**config.mk**
```make
export PLATFORM = sky130hd
export DESIGN_NAME = wash_cycle_controller
export DESIGN_NICKNAME = d
export VERILOG_FILES = /design/src/rtl/wash_pkg.sv /design/src/rtl/wash_cycle_controller_tick_prescaler.sv /design/src/rtl/wash_cycle_controller.sv
export SDC_FILE = /design/constraint.sdc
export NUM_CORES = 1
export LEC_CHECK = 0
export CAP_MARGIN = 20
export CORE_ASPECT_RATIO = 1.4
export CORE_MARGIN = 2
export CORE_UTILIZATION = 53
export DETAILED_ROUTE_END_ITERATION = 10
export PLACE_DENSITY = 0.79
export SYNTH_ARGS = -nofsm -noshare
export SYNTH_HDL_FRONTEND = slang
export SYNTH_SLANG_ARGS = --single-unit
```
**constraint.sdc**
```tcl
create_clock -name clk -period 2.26 [get_ports clk]
set_input_delay 0.452 -clock clk [delete_from_list [all_inputs] [get_ports clk]]
set_output_delay 0.452 -clock clk [all_outputs]
set_load 0.02 [all_outputs]
```
**src/rtl/wash_pkg.sv**
```systemverilog
// Shared types and constants for the wash cycle controller.
// Latency: n/a (declarations and pure functions only).
// Backpressure: n/a.
package wash_pkg;

    // Encoding doubles as the Phase output value.
    typedef enum logic [2:0] {
        ST_IDLE  = 3'd0,
        ST_FILL  = 3'd1,
        ST_WASH  = 3'd2,
        ST_RINSE = 3'd3,
        ST_SPIN  = 3'd4,
        ST_DONE  = 3'd5
    } state_t;

    typedef enum logic {
        PROF_STD   = 1'b0,
        PROF_HEAVY = 1'b1
    } profile_t;

    localparam logic [3:0] MODE_STD   = 4'd2;
    localparam logic [3:0] MODE_HEAVY = 4'd10;

    // Phase durations in prescaler ticks.
    localparam logic [3:0] STD_FILL  = 4'd2;
    localparam logic [3:0] STD_WASH  = 4'd4;
    localparam logic [3:0] STD_RINSE = 4'd3;
    localparam logic [3:0] STD_SPIN  = 4'd2;
    localparam logic [3:0] HVY_FILL  = 4'd2;
    localparam logic [3:0] HVY_WASH  = 4'd8;
    localparam logic [3:0] HVY_RINSE = 4'd5;
    localparam logic [3:0] HVY_SPIN  = 4'd4;

    // Tick budget for a phase; zero for IDLE/DONE so the Remaining
    // counter naturally reads 0 there.
    function automatic logic [3:0] phase_ticks(input profile_t prof, input state_t st);
        logic [3:0] t;
        t = 4'd0;
        case (st)
            ST_FILL:  t = (prof == PROF_HEAVY) ? HVY_FILL  : STD_FILL;
            ST_WASH:  t = (prof == PROF_HEAVY) ? HVY_WASH  : STD_WASH;
            ST_RINSE: t = (prof == PROF_HEAVY) ? HVY_RINSE : STD_RINSE;
            ST_SPIN:  t = (prof == PROF_HEAVY) ? HVY_SPIN  : STD_SPIN;
            default:  t = 4'd0;
        endcase
        return t;
    endfunction

    function automatic state_t next_phase(input state_t st);
        state_t n;
        n = ST_IDLE;
        case (st)
            ST_FILL:  n = ST_WASH;
            ST_WASH:  n = ST_RINSE;
            ST_RINSE: n = ST_SPIN;
            ST_SPIN:  n = ST_DONE;
            default:  n = ST_IDLE;
        endcase
        return n;
    endfunction

    // FILL..SPIN: the span during which the machine is "running".
    function automatic logic is_active(input state_t st);
        return (st == ST_FILL) || (st == ST_WASH) || (st == ST_RINSE) || (st == ST_SPIN);
    endfunction

endpackage

```
**src/rtl/wash_cycle_controller_tick_prescaler.sv**
```systemverilog
// Divides clk into one-cycle phase ticks every TICK_DIV enabled cycles.
// Latency: tick is combinational from the count register (count == TICK_DIV-1 while enabled).
// Backpressure: en low freezes the count; clr forces it to 0 and wins over en.
// Ports: clk, rst (async high), en, clr in; tick out.
module tick_prescaler #(
    parameter int TICK_DIV = 50_000_000
) (
    input  logic clk,
    input  logic rst,
    input  logic en,
    input  logic clr,
    output logic tick
);

    localparam int CW = $clog2(TICK_DIV);
    localparam logic [CW-1:0] LAST = CW'(TICK_DIV - 1);

    logic [CW-1:0] count;

    assign tick = en && (count == LAST);

    always_ff @(posedge clk or posedge rst) begin
        if (rst) begin
            count <= '0;
        end else if (clr) begin
            count <= '0;
        end else if (en) begin
            count <= tick ? '0 : count + 1'b1;
        end
    end

endmodule

```
**src/rtl/wash_cycle_controller.sv**
```systemverilog
// Sequences one FILL/WASH/RINSE/SPIN wash cycle per valid Mode request.
// Latency: outputs change one clk after the request/Stop edge; phases last duration*TICK_DIV cycles.
// Backpressure: DoorOpen freezes timing and drops actuators; Stop aborts to IDLE; Mode ignored unless IDLE.
// Ports: clk, rst (async high), Mode[3:0], Stop, DoorOpen in;
//        isRunning, Phase[2:0], Remaining[3:0], FillValve, Motor, SpinMotor, Done out.
module wash_cycle_controller #(
    parameter int TICK_DIV = 50_000_000
) (
    input  logic       clk,
    input  logic       rst,
    input  logic [3:0] Mode,
    input  logic       Stop,
    input  logic       DoorOpen,
    output logic       isRunning,
    output logic [2:0] Phase,
    output logic [3:0] Remaining,
    output logic       FillValve,
    output logic       Motor,
    output logic       SpinMotor,
    output logic       Done
);

    import wash_pkg::*;

    state_t     state_q, state_d;
    profile_t   prof_q, prof_d;
    logic [3:0] rem_q, rem_d;
    logic       paused_q, paused_d;
    logic       start;
    logic       tick;
    logic       presc_en;

    // Prescaler only advances in a running phase with the door shut.
    assign presc_en = is_active(state_q) && !DoorOpen;

    tick_prescaler #(
        .TICK_DIV(TICK_DIV)
    ) u_prescaler (
        .clk (clk),
        .rst (rst),
        .en  (presc_en),
        .clr (start),
        .tick(tick)
    );

    always_ff @(posedge clk or posedge rst) begin
        if (rst) begin
            state_q  <= ST_IDLE;
            prof_q   <= PROF_STD;
            rem_q    <= 4'd0;
            paused_q <= 1'b0;
        end else begin
            state_q  <= state_d;
            prof_q   <= prof_d;
            rem_q    <= rem_d;
            paused_q <= paused_d;
        end
    end

    always_comb begin
        state_d = state_q;
        prof_d  = prof_q;
        rem_d   = rem_q;
        start   = 1'b0;

        case (state_q)
            ST_IDLE: begin
                if ((Mode == MODE_STD) || (Mode == MODE_HEAVY)) begin
                    start   = 1'b1;
                    prof_d  = (Mode == MODE_HEAVY) ? PROF_HEAVY : PROF_STD;
                    state_d = ST_FILL;
                    rem_d   = phase_ticks(prof_d, ST_FILL);
                end
            end

            ST_FILL, ST_WASH, ST_RINSE, ST_SPIN: begin
                // Stop beats DoorOpen beats tick.
                if (Stop) begin
                    state_d = ST_IDLE;
                    rem_d   = 4'd0;
                end else if (!DoorOpen && tick) begin
                    if (rem_q > 4'd1) begin
                        rem_d = rem_q - 4'd1;
                    end else begin
                        // Prescaler has just wrapped to 0, so the new phase
                        // starts with a full tick period.
                        state_d = next_phase(state_q);
                        rem_d   = phase_ticks(prof_q, state_d);
                    end
                end
            end

            ST_DONE: begin
                state_d = ST_IDLE;
                rem_d   = 4'd0;
            end

            default: begin
                state_d = ST_IDLE;
                rem_d   = 4'd0;
            end
        endcase

        // Registered door flag so actuator outputs stay pure register decodes.
        paused_d = DoorOpen && is_active(state_d);
    end

    assign isRunning = is_active(state_q);
    assign Phase     = state_q;
    assign Remaining = rem_q;
    assign FillValve = (state_q == ST_FILL) && !paused_q;
    assign Motor     = ((state_q == ST_WASH) || (state_q == ST_RINSE)) && !paused_q;
    assign SpinMotor = (state_q == ST_SPIN) && !paused_q;
    assign Done      = (state_q == ST_DONE);

endmodule

```
==> results of run 1 <==
-- flip-flops by register name, summed over array words and instances (netlist names) --
register and cells:
paused_q 1, prof_q 1, Phase 3, Remaining 4, u_prescaler.count 26
-- path summary, 6_finish.rpt --
| check | start | to | slack (ns) | cells after the start |
|---|---|---|---|---|
| max in group asynchronous | rst | u_prescaler.count[4]$_DFFE_PP0P_ | 1.36 | 3 |
| min in group asynchronous | rst | Phase[1]$_DFF_PP0_ | 0.58 | 3 |
| min reg2reg | u_prescaler.count[25]$_DFFE_PP0P_ | u_prescaler.count[25]$_DFFE_PP0P_ | 0.55 | 2 |
| max reg2reg | Phase[1]$_DFF_PP0_ | u_prescaler.count[22]$_DFFE_PP0P_ | 0.11 | 6 |
| min | u_prescaler.count[25]$_DFFE_PP0P_ | u_prescaler.count[25]$_DFFE_PP0P_ | 0.55 | 2 |
| max | Phase[1]$_DFF_PP0_ | u_prescaler.count[22]$_DFFE_PP0P_ | 0.11 | 6 |
-- worst max-delay path: cells and delay by family (launching register included) --
family                    cells  cell delay [ns]
AOI/OAI and AO/OA             2             0.63
xor gates and xnor gates      1             0.17
buffers and inverters         1             0.27
DFF                           1             0.47
and+or+nand+nor               2             0.50
-- cell type report --
class                   count  area (sq um)  share of cell area
repair buffers             41           369               0.136
clock buffers               6          82.6              0.0304
inverters                   9          33.8              0.0125
well taps                  45          56.3              0.0208
clock inverters             1          5.00             0.00185
multi-input cells         191          1290               0.476
flip-flops and latches     35           876               0.323
-- layer usage --
layer  GRT usage  vias to the layer above  share of wire
met5           0                        -              0
met1       0.263                      934           0.41
met3      0.0425                       13          0.029
met2       0.434                       50           0.54
met4      0.0886                        0          0.019
li1            -                      956              -
-- where the power goes --
| group | leakage [nW] | internal (W) | switching (W) |
|---|---|---|---|
| Sequential | 0.480 | 0.000649 | 0.0000283 |
| Clock | 0.0470 | 0.000239 | 0.000227 |
| Combinational | 0.632 | 0.0000952 | 0.000131 |
-- Yosys cell counts, drive strengths merged (2+ instances only) --
cell and count:
o21ai 3, nand3 15, dfrtp 35, xnor2 21, and4 4, nand2 24, nor4 4, a211oi 9
mux2i 2, nor2 32, and3 2, buf 8, a211o 2, and2 4, nand4 11, or3 3
o21a 2, or2 2, nor4b 3, ha 3, a21oi 13, nand2b 2, nor3 11, inv 9
a2111oi 7, nor3b 2, xor2 4, clkbuf 3
-- metrics by stage --
step,TNS (ns),power [W],cell area [sq um],instances
3_5_place_dp,-0.347,0.000915,2620,321
3_3_place_gp,-0.0788,0.000910,2620,321
4_1_cts,0,0.00138,2710,328
2_1_floorplan,0,0.000818,2270,246
6_report,0,0.00137,2710,328
5_1_grt,0,0.00143,2710,328
-- logic make-up (layout without fill, tap and decap cells) --
kind of cell / after synthesis / after routing / share of synthesized area
adder cells (fa/ha/maj): 4 / 4 / 0.0209
XOR/XNOR: 25 / 25 / 0.0964
flip-flops: 35 / 35 / 0.385
AO/OA/AOI/OAI: 38 / 38 / 0.157
AND/OR/NAND/NOR: 122 / 122 / 0.285
multiplexers: 2 / 2 / 0.00881
buffers and inverters: 20 / 57 / 0.0468
-- what timing repair did --
| action | in CTS | in global routing |
|---|---|---|
| resized for setup | 3 | 2 |
| hold endpoints to repair | 0 | 0 |
| setup endpoints to repair | 3 | 2 |
==> report_table.html, run 1 <==
<table>
<tr><th>Metric</th><th>Value</th></tr>
<tr><th colspan="2">Flow run</th></tr>
<tr><td>Count of maximum capacitance violations</td><td>0</td></tr>
<tr><th colspan="2">Floorplanning</th></tr>
<tr><td>Number of I/O pins</td><td>20</td></tr>
<tr><td>Chip width</td><td>59.3 um</td></tr>
<tr><td>Row cnt</td><td>28</td></tr>
<tr><td>Area of the die</td><td>4830 sq um</td></tr>
<tr><td>Initial standard-cell utilization of the core</td><td>0.545</td></tr>
<tr><td>Height of the chip</td><td>81.5 um</td></tr>
<tr><td>Core region area</td><td>4170 sq um</td></tr>
<tr><th colspan="2">Yosys</th></tr>
<tr><td>Proportion of register bits with asynchronous set or reset after synthesis</td><td>1.00</td></tr>
<tr><td>Biggest area consumer among synthesized cells</td><td>sky130_fd_sc_hd__dfrtp_1</td></tr>
<tr><td>Warning count from the yosys run</td><td>0</td></tr>
<tr><td>Post-synthesis sequential area ratio</td><td>0.385</td></tr>
<tr><td>Area contributors post-synth</td><td>sky130_fd_sc_hd__dfrtp_1 39%, sky130_fd_sc_hd__xnor2_1 8.1%, sky130_fd_sc_hd__nor2_1 5.3%, sky130_fd_sc_hd__a2111oi_4 4.8%, sky130_fd_sc_hd__nand2_1 4.0%</td></tr>
<tr><td>EDFF count, synth</td><td>0</td></tr>
<tr><td>Synth Net Count</td><td>257</td></tr>
<tr><td>Mean post-synth cell area</td><td>9.24 sq um</td></tr>
<tr><td>Area of the mapped netlist</td><td>2270 sq um</td></tr>
<tr><td>Yosys cell types</td><td>43</td></tr>
<tr><td>Cell count after synthesis</td><td>246</td></tr>
<tr><td>Fraction of post-synthesis cell area in the top cell type by area</td><td>0.385</td></tr>
<tr><td>Seq cells post-synth</td><td>35</td></tr>
<tr><td>Most common flop cell mapped by yosys</td><td>sky130_fd_sc_hd__dfrtp_1</td></tr>
<tr><th colspan="2">STA</th></tr>
<tr><td>Final period utilization</td><td>0.950</td></tr>
<tr><td>Clock period minus final worst setup slack</td><td>2.15 ns</td></tr>
<tr><td>Worst Hold Slack</td><td>0.547 ns</td></tr>
<tr><td>Setup WS post-layout</td><td>0.113 ns</td></tr>
<tr><td>Timing-limited maximum frequency</td><td>466 MHz</td></tr>
<tr><td>Final-report hold violation count</td><td>0</td></tr>
<tr><td>Final Slew Violations</td><td>0</td></tr>
<tr><td>Final-report setup violation count</td><td>0</td></tr>
<tr><td>Final setup skew</td><td>0.00647 ns</td></tr>
<tr><td>Worst Tran Pin Value</td><td>0.472 ns</td></tr>
<tr><td>Max_slew headroom</td><td>0.683</td></tr>
<tr><td>Setup repair after global routing missed its margin</td><td>false</td></tr>
<tr><th colspan="2">GRT</th></tr>
<tr><td>Total routing resource utilization after global routing</td><td>0.236</td></tr>
<tr><td>Pin count of the biggest net entering global routing</td><td>36</td></tr>
<tr><td>Global-route wire length before repair</td><td>8750 um</td></tr>
<tr><td>Vias in the first global route</td><td>1967</td></tr>
<tr><td>Final global-route overflow total</td><td>0</td></tr>
<tr><td>Number of antenna violations at the first check in global routing</td><td>0</td></tr>
<tr><th colspan="2">Setup path</th></tr>
<tr><td>Critical path startpoint category</td><td>flip-flop</td></tr>
<tr><td>Crit-path max FO</td><td>19</td></tr>
<tr><td>Worst EP required</td><td>2.44 ns</td></tr>
<tr><td>Peak per-stage delay on the critical path</td><td>0.47 ns</td></tr>
<tr><td>CP endpoint kind</td><td>flip-flop</td></tr>
<tr><td>Type of the worst setup path</td><td>flip-flop to flip-flop</td></tr>
<tr><td>Crit path arrival time</td><td>2.33 ns</td></tr>
<tr><td>Cell-by-cell listing of the critical path</td><td>o21a_4 &gt; or3_1 &gt; buf_4 &gt; a2111oi_2 &gt; xnor2_1 &gt; nor2_1</td></tr>
<tr><td>Cell with the biggest individual delay on the critical path</td><td>sky130_fd_sc_hd__dfrtp_1</td></tr>
<tr><th colspan="2">Placement</th></tr>
<tr><td>Final weighted congestion in routability-driven placement</td><td>0.854</td></tr>
<tr><td># port buffers</td><td>19</td></tr>
<tr><td>Setup slack at placement</td><td>-0.0818 ns</td></tr>
<tr><td>Estimated wirelength of the detail-placed design</td><td>3930 um</td></tr>
<tr><th colspan="2">Power</th></tr>
<tr><td>Power Dens Cells</td><td>505 nW/um^2</td></tr>
<tr><td>Static Leak</td><td>1.16 nW</td></tr>
<tr><td>Maximum vdd ir drop</td><td>0.322 mV</td></tr>
<tr><th colspan="2">Route</th></tr>
<tr><td>DRC violation total after the first TritonRoute iteration</td><td>135</td></tr>
<tr><td>Antenna-violating nets left</td><td>0</td></tr>
<tr><td>Vias</td><td>1953</td></tr>
<tr><td>Final wirelength</td><td>5320 um</td></tr>
<tr><td>DRC</td><td>0</td></tr>
<tr><td>Mean number of vias per cell</td><td>5.95</td></tr>
<tr><td>Detailed-router iteration count before antenna repair</td><td>4</td></tr>
<tr><td>Average routed wire per standard cell</td><td>16.2 um</td></tr>
<tr><th colspan="2">Clock network</th></tr>
<tr><td>Root cell of the clock tree</td><td>sky130_fd_sc_hd__clkbuf_8</td></tr>
<tr><td>CTS tree</td><td>built</td></tr>
<tr><td>Number of buffers on the longest clock path</td><td>2</td></tr>
<tr><td>H-Tree Level Count</td><td>2</td></tr>
<tr><td>Number of setup buffers added after CTS</td><td>0</td></tr>
<tr><td># clock sinks</td><td>35</td></tr>
<tr><td>Hold buffer count at CTS</td><td>0</td></tr>
<tr><td>Worst-Skew Late Latency</td><td>0.29 ns</td></tr>
<tr><td>Number of CTS-inserted buffers</td><td>5</td></tr>
<tr><td>Clock transition at the registers of the reported paths</td><td>0.07 ns</td></tr>
<tr><th colspan="2">Cells and area</th></tr>
<tr><td>Core occupancy in the finished layout</td><td>0.651</td></tr>
<tr><td>Synth-to-layout area growth</td><td>19.4%</td></tr>
<tr><td># nets final</td><td>294</td></tr>
<tr><td>Fill cell count</td><td>348</td></tr>
<tr><td>Count of inserted antenna diode cells</td><td>0</td></tr>
<tr><td>Layout cells sized above 1</td><td>0.148</td></tr>
<tr><td>Most common library cell in the layout ignoring fill and taps</td><td>sky130_fd_sc_hd__dfrtp_1</td></tr>
<tr><td>Most frequent cells in the layout</td><td>35 x sky130_fd_sc_hd__dfrtp_1, 32 x sky130_fd_sc_hd__nor2_1, 24 x sky130_fd_sc_hd__nand2_1</td></tr>
<tr><th colspan="2">Outcome</th></tr>
<tr><td>Outcome</td><td>finished, final reports clean</td></tr>
<tr><th colspan="2">Hold path</th></tr>
<tr><td>Class of the tightest hold or removal check</td><td>flip-flop to flip-flop</td></tr>
</table>
Power figures use the tool's default switching activity.
==> run 2, diff against run 1 <==
--- a/config.mk
+++ b/config.mk
@@ -6,11 +6,13 @@
 export NUM_CORES = 1
 export LEC_CHECK = 0
 export CAP_MARGIN = 20
+export CELL_PAD_IN_SITES_DETAIL_PLACEMENT = 1
+export CELL_PAD_IN_SITES_GLOBAL_PLACEMENT = 1
 export CORE_ASPECT_RATIO = 1.4
 export CORE_MARGIN = 2
-export CORE_UTILIZATION = 53
+export CORE_UTILIZATION = 44
 export DETAILED_ROUTE_END_ITERATION = 10
-export PLACE_DENSITY = 0.79
+export PLACE_DENSITY = 0.84
 export SYNTH_ARGS = -nofsm -noshare
 export SYNTH_HDL_FRONTEND = slang
 export SYNTH_SLANG_ARGS = --single-unit
==> report_table.html, run 2 (same netlist as run 1, synthesis figures left out) <==
<table>
<tr><th>Metric</th><th>Value</th></tr>
<tr><th colspan="2">STA</th></tr>
<tr><td>Timing-limited maximum frequency</td><td>475 MHz</td></tr>
<tr><td>Final period utilization</td><td>0.932</td></tr>
<tr><td>Final setup skew</td><td>0.00511 ns</td></tr>
<tr><td>Max_slew headroom</td><td>0.602</td></tr>
<tr><td>Final Slew Violations</td><td>0</td></tr>
<tr><td>Clock period minus final worst setup slack</td><td>2.11 ns</td></tr>
<tr><td>Setup WS post-layout</td><td>0.154 ns</td></tr>
<tr><td>Setup repair after global routing missed its margin</td><td>false</td></tr>
<tr><td>Final-report hold violation count</td><td>0</td></tr>
<tr><td>Worst Tran Pin Value</td><td>0.593 ns</td></tr>
<tr><td>Final-report setup violation count</td><td>0</td></tr>
<tr><th colspan="2">Setup path</th></tr>
<tr><td>Crit path buffers/inverters</td><td>1</td></tr>
<tr><td>Crit-path max FO</td><td>6</td></tr>
<tr><td>Number of cells on the critical path</td><td>6</td></tr>
<tr><td>Worst path top cell family by delay</td><td>simple AND/OR/NAND/NOR gates</td></tr>
<tr><td>Crit path arrival time</td><td>2.31 ns</td></tr>
<tr><td>Type of the worst setup path</td><td>flip-flop to flip-flop</td></tr>
<tr><td>Peak per-stage delay on the critical path</td><td>0.46 ns</td></tr>
<tr><td>Critical path startpoint category</td><td>flip-flop</td></tr>
<tr><td>CP endpoint kind</td><td>flip-flop</td></tr>
<tr><td>Cell with the biggest individual delay on the critical path</td><td>sky130_fd_sc_hd__dfrtp_1</td></tr>
<tr><td>Cell count of the worst reg-to-reg path</td><td>6</td></tr>
<tr><td>Worst EP required</td><td>2.47 ns</td></tr>
<tr><td>Reg2Reg Setup Slack</td><td>0.15 ns</td></tr>
<tr><td>Cell-by-cell listing of the critical path</td><td>o21a_4 &gt; or3_1 &gt; nor4_4 &gt; buf_4 &gt; a21oi_1 &gt; nor3_1</td></tr>
<tr><th colspan="2">Power</th></tr>
<tr><td>Combinational group share of total power</td><td>0.145</td></tr>
<tr><td>Maximum vdd ir drop</td><td>0.281 mV</td></tr>
<tr><td>Clock network fraction of design power</td><td>0.398</td></tr>
<tr><td>Sequential group share of total power</td><td>0.457</td></tr>
<tr><td>Power Dens Cells</td><td>540 nW/um^2</td></tr>
<tr><td>Psw</td><td>0.000401 W</td></tr>
<tr><td>Cell Int Power</td><td>0.00109 W</td></tr>
<tr><td>Static Leak</td><td>1.15 nW</td></tr>
<tr><td>Switching Share</td><td>0.268</td></tr>
<tr><th colspan="2">Cells and area</th></tr>
<tr><td>Reg with most FFs</td><td>u_prescaler.count</td></tr>
<tr><td>Post-route cell area</td><td>2770 sq um</td></tr>
<tr><td>Flip-flop count of the largest register, all copies and words added</td><td>26</td></tr>
<tr><td>Most frequent cells in the layout</td><td>35 x sky130_fd_sc_hd__dfrtp_1, 32 x sky130_fd_sc_hd__nor2_1, 24 x sky130_fd_sc_hd__nand2_1</td></tr>
<tr><td>Total area of sequential cells</td><td>876 sq um</td></tr>
<tr><td>Synth-to-layout area growth</td><td>21.9%</td></tr>
<tr><td>Fill cell count</td><td>555</td></tr>
<tr><td>Most common library cell in the layout ignoring fill and taps</td><td>sky130_fd_sc_hd__dfrtp_1</td></tr>
<tr><td>Layout cells sized above 1</td><td>0.142</td></tr>
<tr><td>Count of inserted antenna diode cells</td><td>0</td></tr>
<tr><td>Footprint of the multi-input gates</td><td>1300 sq um</td></tr>
<tr><td># nets final</td><td>291</td></tr>
<tr><th colspan="2">Flow run</th></tr>
<tr><td>Count of maximum capacitance violations</td><td>0</td></tr>
<tr><th colspan="2">Hold path</th></tr>
<tr><td>Class of the tightest hold or removal check</td><td>input port to async pin</td></tr>
<tr><th colspan="2">GRT</th></tr>
<tr><td>Global-route wire length before repair</td><td>10500 um</td></tr>
<tr><td>Vias in the first global route</td><td>2193</td></tr>
<tr><td>Final global-route overflow total</td><td>0</td></tr>
<tr><td>Total routing resource utilization after global routing</td><td>0.234</td></tr>
<tr><td>Pin count of the biggest net entering global routing</td><td>36</td></tr>
<tr><td>Number of antenna violations at the first check in global routing</td><td>0</td></tr>
<tr><th colspan="2">Clock network</th></tr>
<tr><td>Clock transition at the registers of the reported paths</td><td>0.08 ns</td></tr>
<tr><td>H-Tree Level Count</td><td>2</td></tr>
<tr><td>CTS tree</td><td>built</td></tr>
<tr><td>Worst-Skew Late Latency</td><td>0.29 ns</td></tr>
<tr><td>Root cell of the clock tree</td><td>sky130_fd_sc_hd__clkbuf_8</td></tr>
<tr><td># clock sinks</td><td>35</td></tr>
<tr><td>Number of CTS-inserted buffers</td><td>5</td></tr>
<tr><td>Number of buffers on the longest clock path</td><td>2</td></tr>
<tr><td>Hold buffer count at CTS</td><td>0</td></tr>
<tr><th colspan="2">Route</th></tr>
<tr><td>DRC violation total after the first TritonRoute iteration</td><td>55</td></tr>
<tr><td>Mean number of vias per cell</td><td>5.79</td></tr>
<tr><td>Antenna-violating nets left</td><td>0</td></tr>
<tr><td>Detailed-router iteration count before antenna repair</td><td>4</td></tr>
<tr><td>Average routed wire per standard cell</td><td>17.3 um</td></tr>
<tr><td>DRC</td><td>0</td></tr>
<tr><td>Final wirelength</td><td>5960 um</td></tr>
<tr><td>Vias</td><td>1998</td></tr>
<tr><th colspan="2">Placement</th></tr>
<tr><td>Estimated wirelength of the detail-placed design</td><td>4160 um</td></tr>
<tr><td># port buffers</td><td>19</td></tr>
<tr><td>Area post-placement</td><td>2640 sq um</td></tr>
<tr><td>Setup slack at placement</td><td>-0.0587 ns</td></tr>
<tr><td>Final weighted congestion in routability-driven placement</td><td>0.798</td></tr>
<tr><th colspan="2">Floorplanning</th></tr>
<tr><td>Row cnt</td><td>30</td></tr>
<tr><td>Height of the chip</td><td>89.0 um</td></tr>
<tr><td>Number of I/O pins</td><td>20</td></tr>
<tr><td>Area of the die</td><td>5760 sq um</td></tr>
<tr><td>Initial standard-cell utilization of the core</td><td>0.462</td></tr>
<tr><td>Chip width</td><td>64.7 um</td></tr>
<tr><td>Core region area</td><td>4920 sq um</td></tr>
<tr><th colspan="2">Outcome</th></tr>
<tr><td>Outcome</td><td>finished, final reports clean</td></tr>
</table>
==> run 2: cell count changes in the layout (fill, tap and decap cells not counted), sizes merged <==
cell / previous run / this run
buf: 22 / 19
bufinv: 0 / 1
dlygate4sd2: 3 / 4
dlymetal6s2s: 2 / 1
==> run 2: final cells by class <==
| type | count | share of cell area |
|---|---|---|
| repair buffers | 38 | 0.130 |
| multi-input cells | 191 | 0.470 |
| well taps | 64 | 0.0289 |
| inverters | 9 | 0.0122 |
| clock inverters | 2 | 0.0127 |
| flip-flops and latches | 35 | 0.316 |
| clock buffers | 6 | 0.0298 |
==> run 2: worst reg2reg max path: stages (launching register included) <==
cell and delay, ns:
sky130_fd_sc_hd__dfrtp_1 0.46, sky130_fd_sc_hd__o21a_4 0.27, sky130_fd_sc_hd__or3_1 0.43, sky130_fd_sc_hd__nor4_4 0.40, sky130_fd_sc_hd__buf_4 0.19, sky130_fd_sc_hd__a21oi_1 0.06, sky130_fd_sc_hd__nor3_1 0.20
==> run 2: path summary, 6_finish.rpt <==
path / end / startpoint
setup / recovery: Remaining[0]$_DFFE_PP0P_ / Phase[1]$_DFF_PP0_
hold / removal: Remaining[1]$_DFFE_PP0P_ / rst
setup reg to reg: Remaining[0]$_DFFE_PP0P_ / Phase[1]$_DFF_PP0_
hold reg to reg: u_prescaler.count[5]$_DFFE_PP0P_ / u_prescaler.count[5]$_DFFE_PP0P_
max in group asynchronous: u_prescaler.count[19]$_DFFE_PP0P_ / rst
min in group clk: u_prescaler.count[5]$_DFFE_PP0P_ / u_prescaler.count[5]$_DFFE_PP0P_
==> run 2: metal layers <==
layer | routed length (um) | vias to the layer above | share of wire | global-route usage
li1 | - | 945 | - | -
met1 | 2600 | 1009 | 0.44 | 0.276
met2 | 3100 | 35 | 0.52 | 0.418
met3 | 154 | 9 | 0.026 | 0.0428
met4 | 112 | 0 | 0.019 | 0.0986
met5 | 0 | - | 0 | 0
==> run 2: power groups by stage <==
stage | Combinational (W) | Sequential, W | Clock [W]
5_1_grt | 0.000244 | 0.000687 | 0.000644
4_1_cts | 0.000219 | 0.000682 | 0.000611
2_1_floorplan | 0.000129 | 0.000690 | 0
3_3_place_gp | 0.000211 | 0.000692 | 0
6_report | 0.000217 | 0.000683 | 0.000595
3_5_place_dp | 0.000219 | 0.000693 | 0
==> run 2: stage by stage <==
step / setup TNS (ns) / hold WS (ns) / util / cells / power (W)
final: 0 / 0.554 / 0.563 / 345 / 0.00150
after global placement: -0.117 / 0.526 / 0.536 / 337 / 0.000904
after detailed placement: -0.301 / 0.526 / 0.536 / 337 / 0.000913
after floorplan: 0 / 0.502 / - / 246 / 0.000818
after global routing: 0 / 0.600 / 0.563 / 345 / 0.00157
after CTS: 0 / 0.558 / 0.559 / 345 / 0.00151
==> run 2: what timing repair did <==
item                       4_1_cts  5_1_grt
setup endpoints to repair        4        3
resized for setup                4        3
cloned                           0        0
setup buffers                    0        0
==> run 3, diff against run 2 <==
--- a/config.mk
+++ b/config.mk
@@ -5,14 +5,14 @@
 export SDC_FILE = /design/constraint.sdc
 export NUM_CORES = 1
 export LEC_CHECK = 0
-export CAP_MARGIN = 20
+export ABC_AREA = 1
 export CELL_PAD_IN_SITES_DETAIL_PLACEMENT = 1
 export CELL_PAD_IN_SITES_GLOBAL_PLACEMENT = 1
 export CORE_ASPECT_RATIO = 1.4
 export CORE_MARGIN = 2
-export CORE_UTILIZATION = 44
+export CORE_UTILIZATION = 43
 export DETAILED_ROUTE_END_ITERATION = 10
-export PLACE_DENSITY = 0.84
+export PLACE_DENSITY = 0.86
 export SYNTH_ARGS = -nofsm -noshare
 export SYNTH_HDL_FRONTEND = slang
 export SYNTH_SLANG_ARGS = --single-unit
==> report_table.html, run 3 <==
<table>
<tr><th>Metric</th><th>Value</th></tr>
<tr><th colspan="2">Outcome</th></tr>
<tr><td>Outcome</td><td>finished, final reports clean</td></tr>
<tr><th colspan="2">STA</th></tr>
<tr><td>Worst Tran Pin Value</td><td>0.475 ns</td></tr>
<tr><td>Max_slew headroom</td><td>0.683</td></tr>
<tr><td>Clock period minus final worst setup slack</td><td>2.23 ns</td></tr>
<tr><td>Timing-limited maximum frequency</td><td>449 MHz</td></tr>
<tr><td>Final Slew Violations</td><td>0</td></tr>
<tr><td>Worst Hold Slack</td><td>0.549 ns</td></tr>
<tr><td>Final setup skew</td><td>0.0122 ns</td></tr>
<tr><td>Final-report setup violation count</td><td>0</td></tr>
<tr><td>Final-report hold violation count</td><td>0</td></tr>
<tr><td>Final period utilization</td><td>0.985</td></tr>
<tr><th colspan="2">Cells and area</th></tr>
<tr><td>Reg with most FFs</td><td>u_prescaler.count</td></tr>
<tr><td>Total area of sequential cells</td><td>880 sq um</td></tr>
<tr><td>Footprint of the multi-input gates</td><td>1450 sq um</td></tr>
<tr><td># nets final</td><td>384</td></tr>
<tr><td>Post-route cell area</td><td>2890 sq um</td></tr>
<tr><td>Most frequent cells in the layout</td><td>75 x sky130_fd_sc_hd__nand2_1, 49 x sky130_fd_sc_hd__nor2_1, 36 x sky130_fd_sc_hd__inv_1</td></tr>
<tr><td>Layout cells sized above 1</td><td>0.161</td></tr>
<tr><td>Count of inserted antenna diode cells</td><td>0</td></tr>
<tr><td>Core occupancy in the finished layout</td><td>0.497</td></tr>
<tr><td>Synth-to-layout area growth</td><td>12.6%</td></tr>
<tr><td>Fill cell count</td><td>761</td></tr>
<tr><td>Most common library cell in the layout ignoring fill and taps</td><td>sky130_fd_sc_hd__nand2_1</td></tr>
<tr><td>Flip-flop count of the largest register, all copies and words added</td><td>26</td></tr>
<tr><th colspan="2">Yosys</th></tr>
<tr><td>Fraction of post-synthesis cell area in the top cell type by area</td><td>0.341</td></tr>
<tr><td>Most common flop cell mapped by yosys</td><td>sky130_fd_sc_hd__dfrtp_1</td></tr>
<tr><td>Seq cells post-synth</td><td>35</td></tr>
<tr><td>Most common library cells after synthesis</td><td>75 x sky130_fd_sc_hd__nand2_1, 49 x sky130_fd_sc_hd__nor2_1, 36 x sky130_fd_sc_hd__inv_1</td></tr>
<tr><td>Synth Net Count</td><td>359</td></tr>
<tr><td>Area contributors post-synth</td><td>sky130_fd_sc_hd__dfrtp_1 34%, sky130_fd_sc_hd__nand2_1 11%, sky130_fd_sc_hd__nor2_1 7.2%, sky130_fd_sc_hd__inv_1 5.3%, sky130_fd_sc_hd__nand3_1 4.3%</td></tr>
<tr><td>Warning count from the yosys run</td><td>0</td></tr>
<tr><td>EDFF count, synth</td><td>0</td></tr>
<tr><td>Area of the mapped netlist</td><td>2570 sq um</td></tr>
<tr><td>Post-synthesis sequential area ratio</td><td>0.341</td></tr>
<tr><td>Mean post-synth cell area</td><td>7.38 sq um</td></tr>
<tr><td>Yosys cell types</td><td>39</td></tr>
<tr><td>Most frequent cell after synthesis</td><td>sky130_fd_sc_hd__nand2_1</td></tr>
<tr><td>Proportion of register bits with asynchronous set or reset after synthesis</td><td>1.00</td></tr>
<tr><td>Cell count after synthesis</td><td>348</td></tr>
<tr><td>Biggest area consumer among synthesized cells</td><td>sky130_fd_sc_hd__dfrtp_1</td></tr>
<tr><th colspan="2">Route</th></tr>
<tr><td>DRC violation total after the first TritonRoute iteration</td><td>60</td></tr>
<tr><td>DRC</td><td>0</td></tr>
<tr><td>Final wirelength</td><td>7250 um</td></tr>
<tr><td>Wire length on met2</td><td>4070 um</td></tr>
<tr><td>Antenna-violating nets left</td><td>0</td></tr>
<tr><td>Top Layer Used</td><td>met4</td></tr>
<tr><td>Detailed-router iteration count before antenna repair</td><td>4</td></tr>
<tr><td>Wl on met1</td><td>2770 um</td></tr>
<tr><td>Vias</td><td>2400</td></tr>
<tr><td>Average routed wire per standard cell</td><td>16.4 um</td></tr>
<tr><td>Routed met3 length</td><td>178 um</td></tr>
<tr><td>Mean number of vias per cell</td><td>5.43</td></tr>
<tr><th colspan="2">Power</th></tr>
<tr><td>Switching Share</td><td>0.295</td></tr>
<tr><td>Maximum vdd ir drop</td><td>0.221 mV</td></tr>
<tr><td>Sequential group share of total power</td><td>0.505</td></tr>
<tr><td>Cell Int Power</td><td>0.000931 W</td></tr>
<tr><td>Total power draw</td><td>0.00132 W</td></tr>
<tr><td>Clock network fraction of design power</td><td>0.328</td></tr>
<tr><td>Psw</td><td>0.000389 W</td></tr>
<tr><td>Static Leak</td><td>1.32 nW</td></tr>
<tr><td>Power Dens Cells</td><td>456 nW/um^2</td></tr>
<tr><td>Combinational group share of total power</td><td>0.166</td></tr>
<tr><th colspan="2">Clock network</th></tr>
<tr><td>Root cell of the clock tree</td><td>sky130_fd_sc_hd__clkbuf_8</td></tr>
<tr><td>CTS tree</td><td>built</td></tr>
<tr><td>H-Tree Level Count</td><td>2</td></tr>
<tr><td># clock sinks</td><td>35</td></tr>
<tr><td>Clock transition at the registers of the reported paths</td><td>0.07 ns</td></tr>
<tr><td>Hold buffer count at CTS</td><td>0</td></tr>
<tr><td>Worst-Skew Late Latency</td><td>0.30 ns</td></tr>
<tr><td>Number of buffers on the longest clock path</td><td>2</td></tr>
<tr><td>Number of CTS-inserted buffers</td><td>5</td></tr>
<tr><th colspan="2">Setup path</th></tr>
<tr><td>Cell with the biggest individual delay on the critical path</td><td>sky130_fd_sc_hd__clkdlybuf4s50_1</td></tr>
<tr><td>Crit-path max FO</td><td>9</td></tr>
<tr><td>Crit path arrival time</td><td>1.77 ns</td></tr>
<tr><td>Type of the worst setup path</td><td>flip-flop to primary output</td></tr>
<tr><td>Critical path startpoint category</td><td>flip-flop</td></tr>
<tr><td>CP endpoint kind</td><td>primary output</td></tr>
<tr><td>Cell-by-cell listing of the critical path</td><td>nor2_4 &gt; nand2_2 &gt; nand2_4 &gt; clkdlybuf4s50_1</td></tr>
<tr><td>Worst EP required</td><td>1.81 ns</td></tr>
<tr><td>Peak per-stage delay on the critical path</td><td>0.60 ns</td></tr>
<tr><th colspan="2">Placement</th></tr>
<tr><td>Area post-placement</td><td>2800 sq um</td></tr>
<tr><td># port buffers</td><td>19</td></tr>
<tr><td>Final weighted congestion in routability-driven placement</td><td>0.876</td></tr>
<tr><td>Estimated wirelength of the detail-placed design</td><td>5690 um</td></tr>
<tr><th colspan="2">GRT</th></tr>
<tr><td>Number of antenna violations at the first check in global routing</td><td>0</td></tr>
<tr><td>Global-route wire length before repair</td><td>12200 um</td></tr>
<tr><td>Pin count of the biggest net entering global routing</td><td>36</td></tr>
<tr><td>Final global-route overflow total</td><td>0</td></tr>
<tr><td>Total routing resource utilization after global routing</td><td>0.236</td></tr>
<tr><td>Vias in the first global route</td><td>2548</td></tr>
<tr><th colspan="2">Flow run</th></tr>
<tr><td>Count of maximum capacitance violations</td><td>0</td></tr>
<tr><th colspan="2">Floorplanning</th></tr>
<tr><td>Number of I/O pins</td><td>20</td></tr>
<tr><td>Chip width</td><td>69.3 um</td></tr>
<tr><td>Height of the chip</td><td>95.5 um</td></tr>
<tr><td>Row cnt</td><td>33</td></tr>
<tr><td>Initial standard-cell utilization of the core</td><td>0.441</td></tr>
<tr><td>Area of the die</td><td>6620 sq um</td></tr>
<tr><td>Core region area</td><td>5820 sq um</td></tr>
<tr><th colspan="2">Hold path</th></tr>
<tr><td>Class of the tightest hold or removal check</td><td>flip-flop to flip-flop</td></tr>
</table>
==> run 3: cell count changes in the layout (fill, tap and decap cells not counted), moves of 8 or more <==
cell,change
sky130_fd_sc_hd__xnor2_1,-21
sky130_fd_sc_hd__nand2_1,+51
sky130_fd_sc_hd__o21ai_0,+11
sky130_fd_sc_hd__inv_1,+27
sky130_fd_sc_hd__nand2_4,+8
sky130_fd_sc_hd__nor2_1,+17
sky130_fd_sc_hd__buf_4,-9
sky130_fd_sc_hd__nor2_2,+8
==> run 3: kinds of logic after synthesis <==
kind of cell / count (synthesis) / synth area share
simple gates: 208 / 0.413
xor+xnor: 10 / 0.0341
buf+inv: 50 / 0.0945
fa+ha+maj: 3 / 0.0146
compound gates: 42 / 0.103
flops: 35 / 0.341
==> run 3: timing repair <==
item                       4_1_cts  5_1_grt
pin swaps                        0        0
buffers inserted                 0        2
gates resized for setup          4        2
gates cloned                     0        0
setup endpoints to repair        5        3
==> run 3: worst max-delay path, delay by kind of cell, from the launching register on <==
| family | cells | cell delay [ns] |
|---|---|---|
| buf+inv | 1 | 0.60 |
| flops | 1 | 0.49 |
| simple gates | 3 | 0.39 |
==> run 3: worst paths after layout <==
| path | depth (start not counted) | slack, ns | start | end |
|---|---|---|---|---|
| max | 4 | 0.03 | Phase[1]$_DFF_PP0_ | isRunning |
| min | 2 | 0.55 | u_prescaler.count[22]$_DFFE_PP0P_ | u_prescaler.count[22]$_DFFE_PP0P_ |
| max reg2reg | 12 | 0.28 | u_prescaler.count[0]$_DFFE_PP0P_ | paused_q$_DFF_PP0_ |
| min reg2reg | 2 | 0.55 | u_prescaler.count[22]$_DFFE_PP0P_ | u_prescaler.count[22]$_DFFE_PP0P_ |
| max in group asynchronous | 3 | 1.34 | rst | Phase[2]$_DFF_PP0_ |
| min in group asynchronous | 3 | 0.56 | rst | Remaining[2]$_DFFE_PP0P_ |
==> run 3: layer usage <==
| metal | track usage | up-vias |
|---|---|---|
| li1 | - | 1173 |
| met1 | 0.240 | 1169 |
| met2 | 0.470 | 40 |
| met3 | 0.0328 | 18 |
| met4 | 0.113 | 0 |
| met5 | 0 | - |
==> run 3: area by class of cell <==
type                    count  area share
multi-input cells         263       0.501
well taps                  70      0.0303
repair buffers             26      0.0839
flip-flops and latches     35       0.304
clock buffers               6      0.0251
inverters                  42      0.0554
==> run 3: power groups by stage <==
stage / sequential [W] / combinational (W) / clock (W)
4_1_cts: 0.000667 / 0.000224 / 0.000440
6_report: 0.000667 / 0.000219 / 0.000434
3_3_place_gp: 0.000677 / 0.000215 / 0
5_1_grt: 0.000672 / 0.000246 / 0.000468
3_5_place_dp: 0.000679 / 0.000223 / 0
2_1_floorplan: 0.000682 / 0.000144 / 0
==> run 3: through the flow <==
step / TNS, ns / std cells / setup WS (ns)
after floorplan: 0 / 348 / 0.464
after global placement: 0 / 434 / 0.188
after detailed placement: 0 / 434 / 0.130
after CTS: 0 / 440 / 0.0239
after global routing: -0.0304 / 442 / -0.0184
final: 0 / 442 / 0.0331
